**config.mk**
```make
export PLATFORM = sky130hd
export DESIGN_NAME = opcode_queue_decoder
export DESIGN_NICKNAME = d
export VERILOG_FILES = /design/src/rtl/gpu_pkg.sv /design/src/rtl/sync_fifo.sv /design/src/rtl/opcode_queue_decoder.sv
export SDC_FILE = /design/constraint.sdc
export NUM_CORES = 1
export LEC_CHECK = 0
export CORE_AREA = 2 2 226 228
export CTS_CLUSTER_DIAMETER = 40
export CTS_CLUSTER_SIZE = 10
export DETAILED_ROUTE_END_ITERATION = 16
export DIE_AREA = 0 0 228 230
export SLEW_MARGIN = 25
export SYNTH_ARGS = -nofsm -noshare
export SYNTH_HDL_FRONTEND = slang
export SYNTH_SLANG_ARGS = --single-unit
```
**constraint.sdc**
```tcl
create_clock -name clk -period 11.4 [get_ports clk]
set_input_delay 2.28 -clock clk [delete_from_list [all_inputs] [get_ports clk]]
set_output_delay 2.28 -clock clk [all_outputs]
set_load 0.01 [all_outputs]
```
**src/rtl/gpu_pkg.sv**
```systemverilog
// gpu_pkg
// Definitions shared by the GPU opcode front end: the shape encoding carried in
// the top nibble of every opcode, and the default widths of the colour and
// coordinate fields. Both the existing opcode decoder and the queued decoder
// import this package so that they agree on what a legal opcode is.
package gpu_pkg;

  // Shape codes. Every 4-bit value outside this list is an illegal opcode.
  typedef enum logic [3:0] {
    LINE     = 4'b0000,
    TRIANGLE = 4'b0001,
    CIRCLE   = 4'b0010
  } shape_t;

  localparam int DEF_COORD_W = 19;
  localparam int DEF_COLOR_W = 16;

  // True when the raw shape nibble names one of the shapes the pipeline can draw.
  function automatic logic isLegalShape(input logic [3:0] shapeBits);
    logic legal;
    legal = 1'b0;
    case (shapeBits)
      LINE, TRIANGLE, CIRCLE: legal = 1'b1;
      default:                legal = 1'b0;
    endcase
    return legal;
  endfunction

endpackage

```
**src/rtl/sync_fifo.sv**
```systemverilog
// sync_fifo
// Single-clock FIFO with power-of-two depth. Pointers are exactly log2(DEPTH)
// bits wide so they wrap on their own; a separate occupancy counter tells a full
// queue apart from an empty one.
//
// Ports
//   clk, rst      clock and asynchronous active-high reset (clears pointers and count)
//   push          write wdata at the tail; ignored while full
//   pop           advance the head; ignored while empty
//   flush         clear pointers and count; wins over push and pop that cycle
//   wdata         entry to store
//   rdata         entry at the head (combinational read, undefined while empty)
//   full, empty   occupancy flags
//   count         number of stored entries
module sync_fifo #(
  parameter int WIDTH = 8,
  parameter int DEPTH = 4,
  localparam int PTR_W = (DEPTH > 1) ? $clog2(DEPTH) : 1,
  localparam int CNT_W = $clog2(DEPTH + 1)
) (
  input  logic             clk,
  input  logic             rst,
  input  logic             push,
  input  logic             pop,
  input  logic             flush,
  input  logic [WIDTH-1:0] wdata,
  output logic [WIDTH-1:0] rdata,
  output logic             full,
  output logic             empty,
  output logic [CNT_W-1:0] count
);

  logic [WIDTH-1:0] r_mem [DEPTH];
  logic [PTR_W-1:0] r_wrPtr;
  logic [PTR_W-1:0] r_rdPtr;
  logic [CNT_W-1:0] r_count;

  logic w_doPush;
  logic w_doPop;

  assign full  = (r_count == CNT_W'(DEPTH));
  assign empty = (r_count == '0);
  assign count = r_count;
  assign rdata = r_mem[r_rdPtr];

  // Protect the pointers against a caller that pushes when full or pops when
  // empty; flush cancels both operations for the cycle.
  assign w_doPush = push && !full  && !flush;
  assign w_doPop  = pop  && !empty && !flush;

  // Storage carries no reset: an entry is only ever read after it was written.
  always_ff @(posedge clk) begin
    if (w_doPush) begin
      r_mem[r_wrPtr] <= wdata;
    end
  end

  // Pointers and occupancy. A simultaneous push and pop moves both pointers and
  // leaves the count where it was.
  always_ff @(posedge clk or posedge rst) begin
    if (rst) begin
      r_wrPtr <= '0;
      r_rdPtr <= '0;
      r_count <= '0;
    end else if (flush) begin
      r_wrPtr <= '0;
      r_rdPtr <= '0;
      r_count <= '0;
    end else begin
      if (w_doPush) begin
        r_wrPtr <= r_wrPtr + 1'b1;
      end
      if (w_doPop) begin
        r_rdPtr <= r_rdPtr + 1'b1;
      end
      case ({w_doPush, w_doPop})
        2'b10:   r_count <= r_count + 1'b1;
        2'b01:   r_count <= r_count - 1'b1;
        default: r_count <= r_count;
      endcase
    end
  end

endmodule

```
**src/rtl/opcode_queue_decoder.sv**
```systemverilog
// opcode_queue_decoder
// Accepts raw GPU opcodes, throws away those whose shape is not drawable, and
// queues the rest so a downstream rasteriser can take them at its own pace. The
// head entry is split into shape, colour and coordinate fields.
//
// Ports
//   clk, rst             clock and asynchronous active-high reset
//   flush                synchronous clear of the queue (drop counter untouched)
//   in_valid, in_ready   input handshake; in_ready is low only while the queue is full
//   opcode               {shape[3:0], colour, four coordinates}
//   out_valid, out_ready output handshake for the queue head
//   shape, color, opdata fields of the head entry
//   count                queue occupancy
//   illegal              one-cycle pulse after an illegal opcode was swallowed
//   drop_cnt             saturating count of swallowed opcodes
module opcode_queue_decoder
  import gpu_pkg::*;
#(
  parameter int COORD_W = DEF_COORD_W,
  parameter int COLOR_W = DEF_COLOR_W,
  parameter int DEPTH   = 4,
  localparam int OP_W   = 4 + COLOR_W + 4 * COORD_W,
  localparam int CNT_W  = $clog2(DEPTH + 1)
) (
  input  logic                 clk,
  input  logic                 rst,
  input  logic                 flush,
  input  logic                 in_valid,
  output logic                 in_ready,
  input  logic [OP_W-1:0]      opcode,
  output logic                 out_valid,
  input  logic                 out_ready,
  output logic [3:0]           shape,
  output logic [COLOR_W-1:0]   color,
  output logic [4*COORD_W-1:0] opdata,
  output logic [CNT_W-1:0]     count,
  output logic                 illegal,
  output logic [7:0]           drop_cnt
);

  logic            w_full;
  logic            w_empty;
  logic            w_xfer;
  logic            w_legal;
  logic            w_push;
  logic            w_pop;
  logic [OP_W-1:0] w_head;
  logic            r_illegal;
  logic [7:0]      r_dropCnt;

  // in_ready looks only at registered occupancy, so a pop in the same cycle
  // never opens a slot for a push when the queue is full.
  assign in_ready  = !w_full;
  assign out_valid = !w_empty;

  assign w_xfer  = in_valid && in_ready;
  assign w_legal = isLegalShape(opcode[OP_W-1 -: 4]);
  assign w_push  = w_xfer && w_legal;
  assign w_pop   = out_valid && out_ready;

  sync_fifo #(
    .WIDTH (OP_W),
    .DEPTH (DEPTH)
  ) u_fifo (
    .clk   (clk),
    .rst   (rst),
    .push  (w_push),
    .pop   (w_pop),
    .flush (flush),
    .wdata (opcode),
    .rdata (w_head),
    .full  (w_full),
    .empty (w_empty),
    .count (count)
  );

  // The stored word is the opcode untouched, so the fields are plain slices.
  assign shape  = w_head[OP_W-1 -: 4];
  assign color  = w_head[OP_W-5 -: COLOR_W];
  assign opdata = w_head[4*COORD_W-1:0];

  // Illegal opcodes are still accepted so the producer is never stalled by
  // them. Flush does not gate this: a discarded illegal opcode is always
  // reported and counted.
  always_ff @(posedge clk or posedge rst) begin
    if (rst) begin
      r_illegal <= 1'b0;
      r_dropCnt <= 8'd0;
    end else begin
      r_illegal <= w_xfer && !w_legal;
      if (w_xfer && !w_legal && (r_dropCnt != 8'hFF)) begin
        r_dropCnt <= r_dropCnt + 8'd1;
      end
    end
  end

  assign illegal  = r_illegal;
  assign drop_cnt = r_dropCnt;

endmodule

```
# Word-level counts from Yosys, hierarchy flattened
# Memories as Yosys holds them, arrays and structs flattened.
# Cells that the tools add are included.
# classes
add_sub_neg,5
muxes,9
reduce_logical,19
eq_ne,6
# op_table
operator,n
$logic_and 1x1->1,9
$add 8x1->8 const B,1
$mux 2,4
$ne 8x8->1 const B,1
$pmux 3 s2,1
$add 2x1->2 const B,2
$eq 4x1->1 const B,1
$eq 4x2->1 const B,1
$logic_not 1->1,4
$logic_not 4->1,1
$reduce_bool 2->1,2
$add 3x1->3 const B,1
$eq 3x3->1 const B,1
$logic_not 3->1,1
$mux 1,3
$mux 3,1
$reduce_bool 3->1,1
$reduce_or 3->1,1
$sub 3x1->3 const B,1
$eq 2x1->1 const B,1
$eq 2x2->1 const B,1
# word_totals
input_bits,101
ram_bits,384
mem_count,1
reg_bits,16
output_inout_bits,110
# mem_list
name,words,word_bits,rd,rd_ports_with_merged_regs,write_ports,line,rtl
u_fifo.r_mem,4,96,1,0,1,sync_fifo.sv:33,logic [WIDTH-1:0] r_mem [DEPTH];

# Logic depth before layout (Yosys ltp)
# depth
word_depth,9
depth_mapped,8
mapped_depth_nobuf,7

# Hierarchy
# Synthesis repeated with hierarchy kept, for this count alone.
# unflattened
hier_cells,613
area_unflattened_um2,14886.8
# by_module_without_submodules
mod,area_per_inst_um2,instances,seq_area_each_um2,cells_each
sync_fifo,14412.6,1,11706.2,569
opcode_queue_decoder,474.2,1,225.2,44

# Worst setup path before layout
# No wires, ideal clock.
# synth_timing
path_kind,input-to-reg
start,input opcode[92]
end,"memory u_fifo.r_mem[0][0] (netlist bit), enable pin"
t_required_ns,10.934
setup_slack_ns,5.702
arrival_ns,5.232
cell_stages,5
path_cell_list,a211oi_2 and3_1 buf_6 nor2b_4 and2_1
# synth_via
elab_chain_len,8
# synth_lines
item,line,rtl
"start, declared",opcode_queue_decoder.sv:30,"input logic [OP_W-1:0] opcode,"
$eq 4x1->1 (tied with other cells),gpu_pkg.sv:22,case (shapeBits)
$reduce_or 3->1 (*),gpu_pkg.sv:22,
$mux 1 (*),gpu_pkg.sv:22,
$logic_and 1x1->1 (*),opcode_queue_decoder.sv:58,assign w_push = w_xfer && w_legal;
$logic_and 1x1->1 (*) (2 in series),sync_fifo.sv:48,assign w_doPush = push && !full && !flush;
$mux 1 (*),sync_fifo.sv:53,if (w_doPush) begin
$mux 1 (not written as such) (*),sync_fifo.sv:54,r_mem[r_wrPtr] <= wdata;
"end, declared",sync_fifo.sv:33,
# Every way passes the cells marked *; elsewhere a longest branch is shown, timed or not.

# Worst setup path in the final report
# layout_timing
start,register u_fifo.r_rdPtr[0]
end,output color[5]
# layout_via
elab_chain_len,1
# layout_lines
item,line,rtl
"start, declared",sync_fifo.sv:35,logic [PTR_W-1:0] r_rdPtr;
"start signal, assigned",sync_fifo.sv:74,r_rdPtr <= r_rdPtr + 1'b1;
$mem_v2 4x96,n/a,
"end, declared",opcode_queue_decoder.sv:34,"output logic [COLOR_W-1:0] color,"
# No other way between the ends.

==> flow_summary.json <==
{
  "synthMuxAreaShare_pct": 14.98,
  "critPathMaxFanout": 37,
  "rsz0062_at_grt": "false",
  "path_cells": "buf_4 > buf_4 > mux4_2 > clkdlybuf4s50_1",
  "slew_violations": 0,
  "synth_top_family_by_area": "multiplexers",
  "clock_latency_ps": 590,
  "clock-sinks": 400,
  "holdCritPathClass": "reg2reg",
  "die_h_um": 230,
  "setup_viol": 0,
  "max-clock-path-buffers": 3,
  "syn-num-nets": 704,
  "gp_congestion": 0.7023,
  "period_share_pct": 55.50,
  "finalHoldViolCount": 0,
  "viasPerCell": 4.447,
  "synth-adder-area-share_pct": 0.5572,
  "start_util_pct": 29.72,
  "slowest_stage": "dfrtp_4",
  "dpl.hpwl_mm": 17.75,
  "nNetsFinal": 959,
  "drt-initial-drc-count": 481,
  "grt_usage_pct": 11.94,
  "tightestPinTransition_ps": 951.1,
  "grt_first_pass_wirelength_mm": 46.85,
  "core_area_um2": 49860,
  "mostFrequentLayoutCells": "384 x edfxtp_1, 210 x clkdlybuf4s50_1, 96 x mux4_2",
  "cts_tree": "built",
  "cts_setup_buffers": 0,
  "required_ps": 9120,
  "relSlewSlack_pct": 36.59,
  "arrival_ps": 4050,
  "multi_input_area_um2": 2738,
  "rows": 82,
  "clock.fmax_mhz": 158.0,
  "crit_top_cell": "buf_4",
  "ant_nets": 0,
  "synth_ff_type": "edfxtp_1",
  "p_leak_nw": 6.186,
  "cts_buffers": 61,
  "via_count": 6968,
  "firstDrtPassIters": 4,
  "layout_commonest_cell": "edfxtp_1",
  "cpPeakStageDelay_ps": 820,
  "antenna_found_initial": 1,
  "routed_wl_mm": 30.90,
  "synthSimpleGateAreaFrac_pct": 1.486,
  "synth_cells": 597,
  "portBuffers": 210,
  "cap_violations": 0,
  "cts-root-buf": "clkbuf_16",
  "yosysSeqAreaShare_pct": 80.51,
  "drc_errors": 0,
  "ctsResizeCount": 0,
  "ys_warn_count": 0,
  "synth-compound-area-share_pct": 0.8527,
  "grt_overflow": 0,
  "ff_latch_area_um2": 11940,
  "period_minus_slack_ps": 6327,
  "n_fill_cell": 4474,
  "power_mw": 3.755,
  "wire_per_inst_um": 19.72,
  "critPathKind": "reg2out",
  "syn_avg_cell_area_um2": 24.82,
  "cp-end-kind": "output port",
  "synthXorXnorAreaFrac_pct": 0.5319,
  "first_global_vias": 7585,
  "synth_edf_count": 384,
  "htreeDepth": 2,
  "grt_start_max_net_pins": 70,
  "dieWidth_um": 228,
  "synth.cell_area_um2": 14820,
  "ys_seq_elements": 400,
  "irDropWorstVdd_mv": 0.1370,
  "io_pins": 211,
  "die-area_um2": 52440,
  "cp-start-kind": "flip-flop",
  "skew_ps": 16.61,
  "final_layout_size_suffix_gt1_share_pct": 23.60,
  "final.setup.tns_ps": 0,
  "areaGrowthSynthToFinish_pct": 32.79,
  "clkTransAtPathRegs_ps": 50,
  "ys_types": 41,
  "synthArstFlopShare_pct": 4.000,
  "powerDensity_nw_per_um2": 190.8,
  "cts_hold_buf": 0,
  "outcome": "complete, no violations"
}
cells in the mapped netlist (3+ instances only):
cell type	count	share of area (%)
buf_4	4	0.20
inv_1	5	0.13
dfrtp_1	16	2.7
xor2_1	7	0.41
nand3_1	3	0.10
ha_1	5	0.42
clkbuf_1	7	0.18
mux4_2	96	15
edfxtp_1	384	78
nand4_1	3	0.13
nor2_1	6	0.15
buf_2	12	0.41
and2_1	6	0.25
nand2_1	4	0.10
layer usage:
| layer | vias up | track usage [%] | wire [um] |
|---|---|---|---|
| met2 | 210 | 19.67 | 15000 |
| met3 | 62 | 3.063 | 1806 |
| met4 | 2 | 4.841 | 819 |
| li1 | 3068 | - | - |
| met5 | - | 0 | 9 |
| met1 | 3626 | 15.09 | 13270 |
kinds of logic (layout without fill, tap and decap cells):
group / after synthesis / in the layout
adder cells (fa/ha/maj): 6 / 6
buffers and inverters: 31 / 328
other: 0 / 1
multiplexers: 101 / 101
flip-flops: 400 / 400
AO/OA/AOI/OAI: 14 / 14
XOR/XNOR: 9 / 9
AND/OR/NAND/NOR: 36 / 36
critical path, delay by kind of cell, from the launching register on:
family   cells  cell delay (ps)
buf+inv      3             1970
flops        1              820
mux          1              650
metrics by stage:
step | util (%) | setup slack, ps | cell area (um2) | hold slack (ps) | cells
floorplan | - | 5702 | 14820 | 515.5 | 597
global placement | 35.49 | 5495 | 17690 | 491.2 | 1461
detailed placement | 35.50 | 5467 | 17700 | 486.3 | 1461
CTS | 39.46 | 4798 | 19680 | 509.5 | 1566
global route | 39.46 | 4631 | 19680 | 514.5 | 1566
finish | 39.47 | 5073 | 19680 | 507.9 | 1567
registers in the layout, summed over array words and instances, names as in the netlist:
register and flops:
drop_cnt 8, illegal 1, u_fifo.count 3, u_fifo.r_mem 384, u_fifo.r_rdPtr 2, u_fifo.r_wrPtr 2
cell type report:
type / count / share of cell area (%)
timing repair buffer: 217 / 10.99
tap: 672 / 4.272
sequential: 400 / 60.67
clock buffer: 73 / 8.303
antenna: 1 / 0.01272
inverter: 6 / 0.1144
clock inverter: 32 / 1.736
multi-input combinational: 166 / 13.91
worst paths after layout:
check	cells after the start	end	slack, ps	startpoint
worst max register to register	5	u_fifo.r_mem[1][93]	8240	u_fifo.count[0]
max in group asynchronous	2	u_fifo.r_rdPtr[1]	8830	rst
worst min register to register	1	drop_cnt[5]	510	drop_cnt[5]
worst min-delay path	1	drop_cnt[5]	510	drop_cnt[5]
min in group asynchronous	2	u_fifo.count[1]	2080	rst
worst max-delay path	4	color[5]	5070	u_fifo.r_rdPtr[0]
where the power goes:
group          internal (mW)  switching, mW
combinational          0.188          0.133
clock                   1.13          0.640
sequential              1.63         0.0310
(Power assumes the default switching activity.)
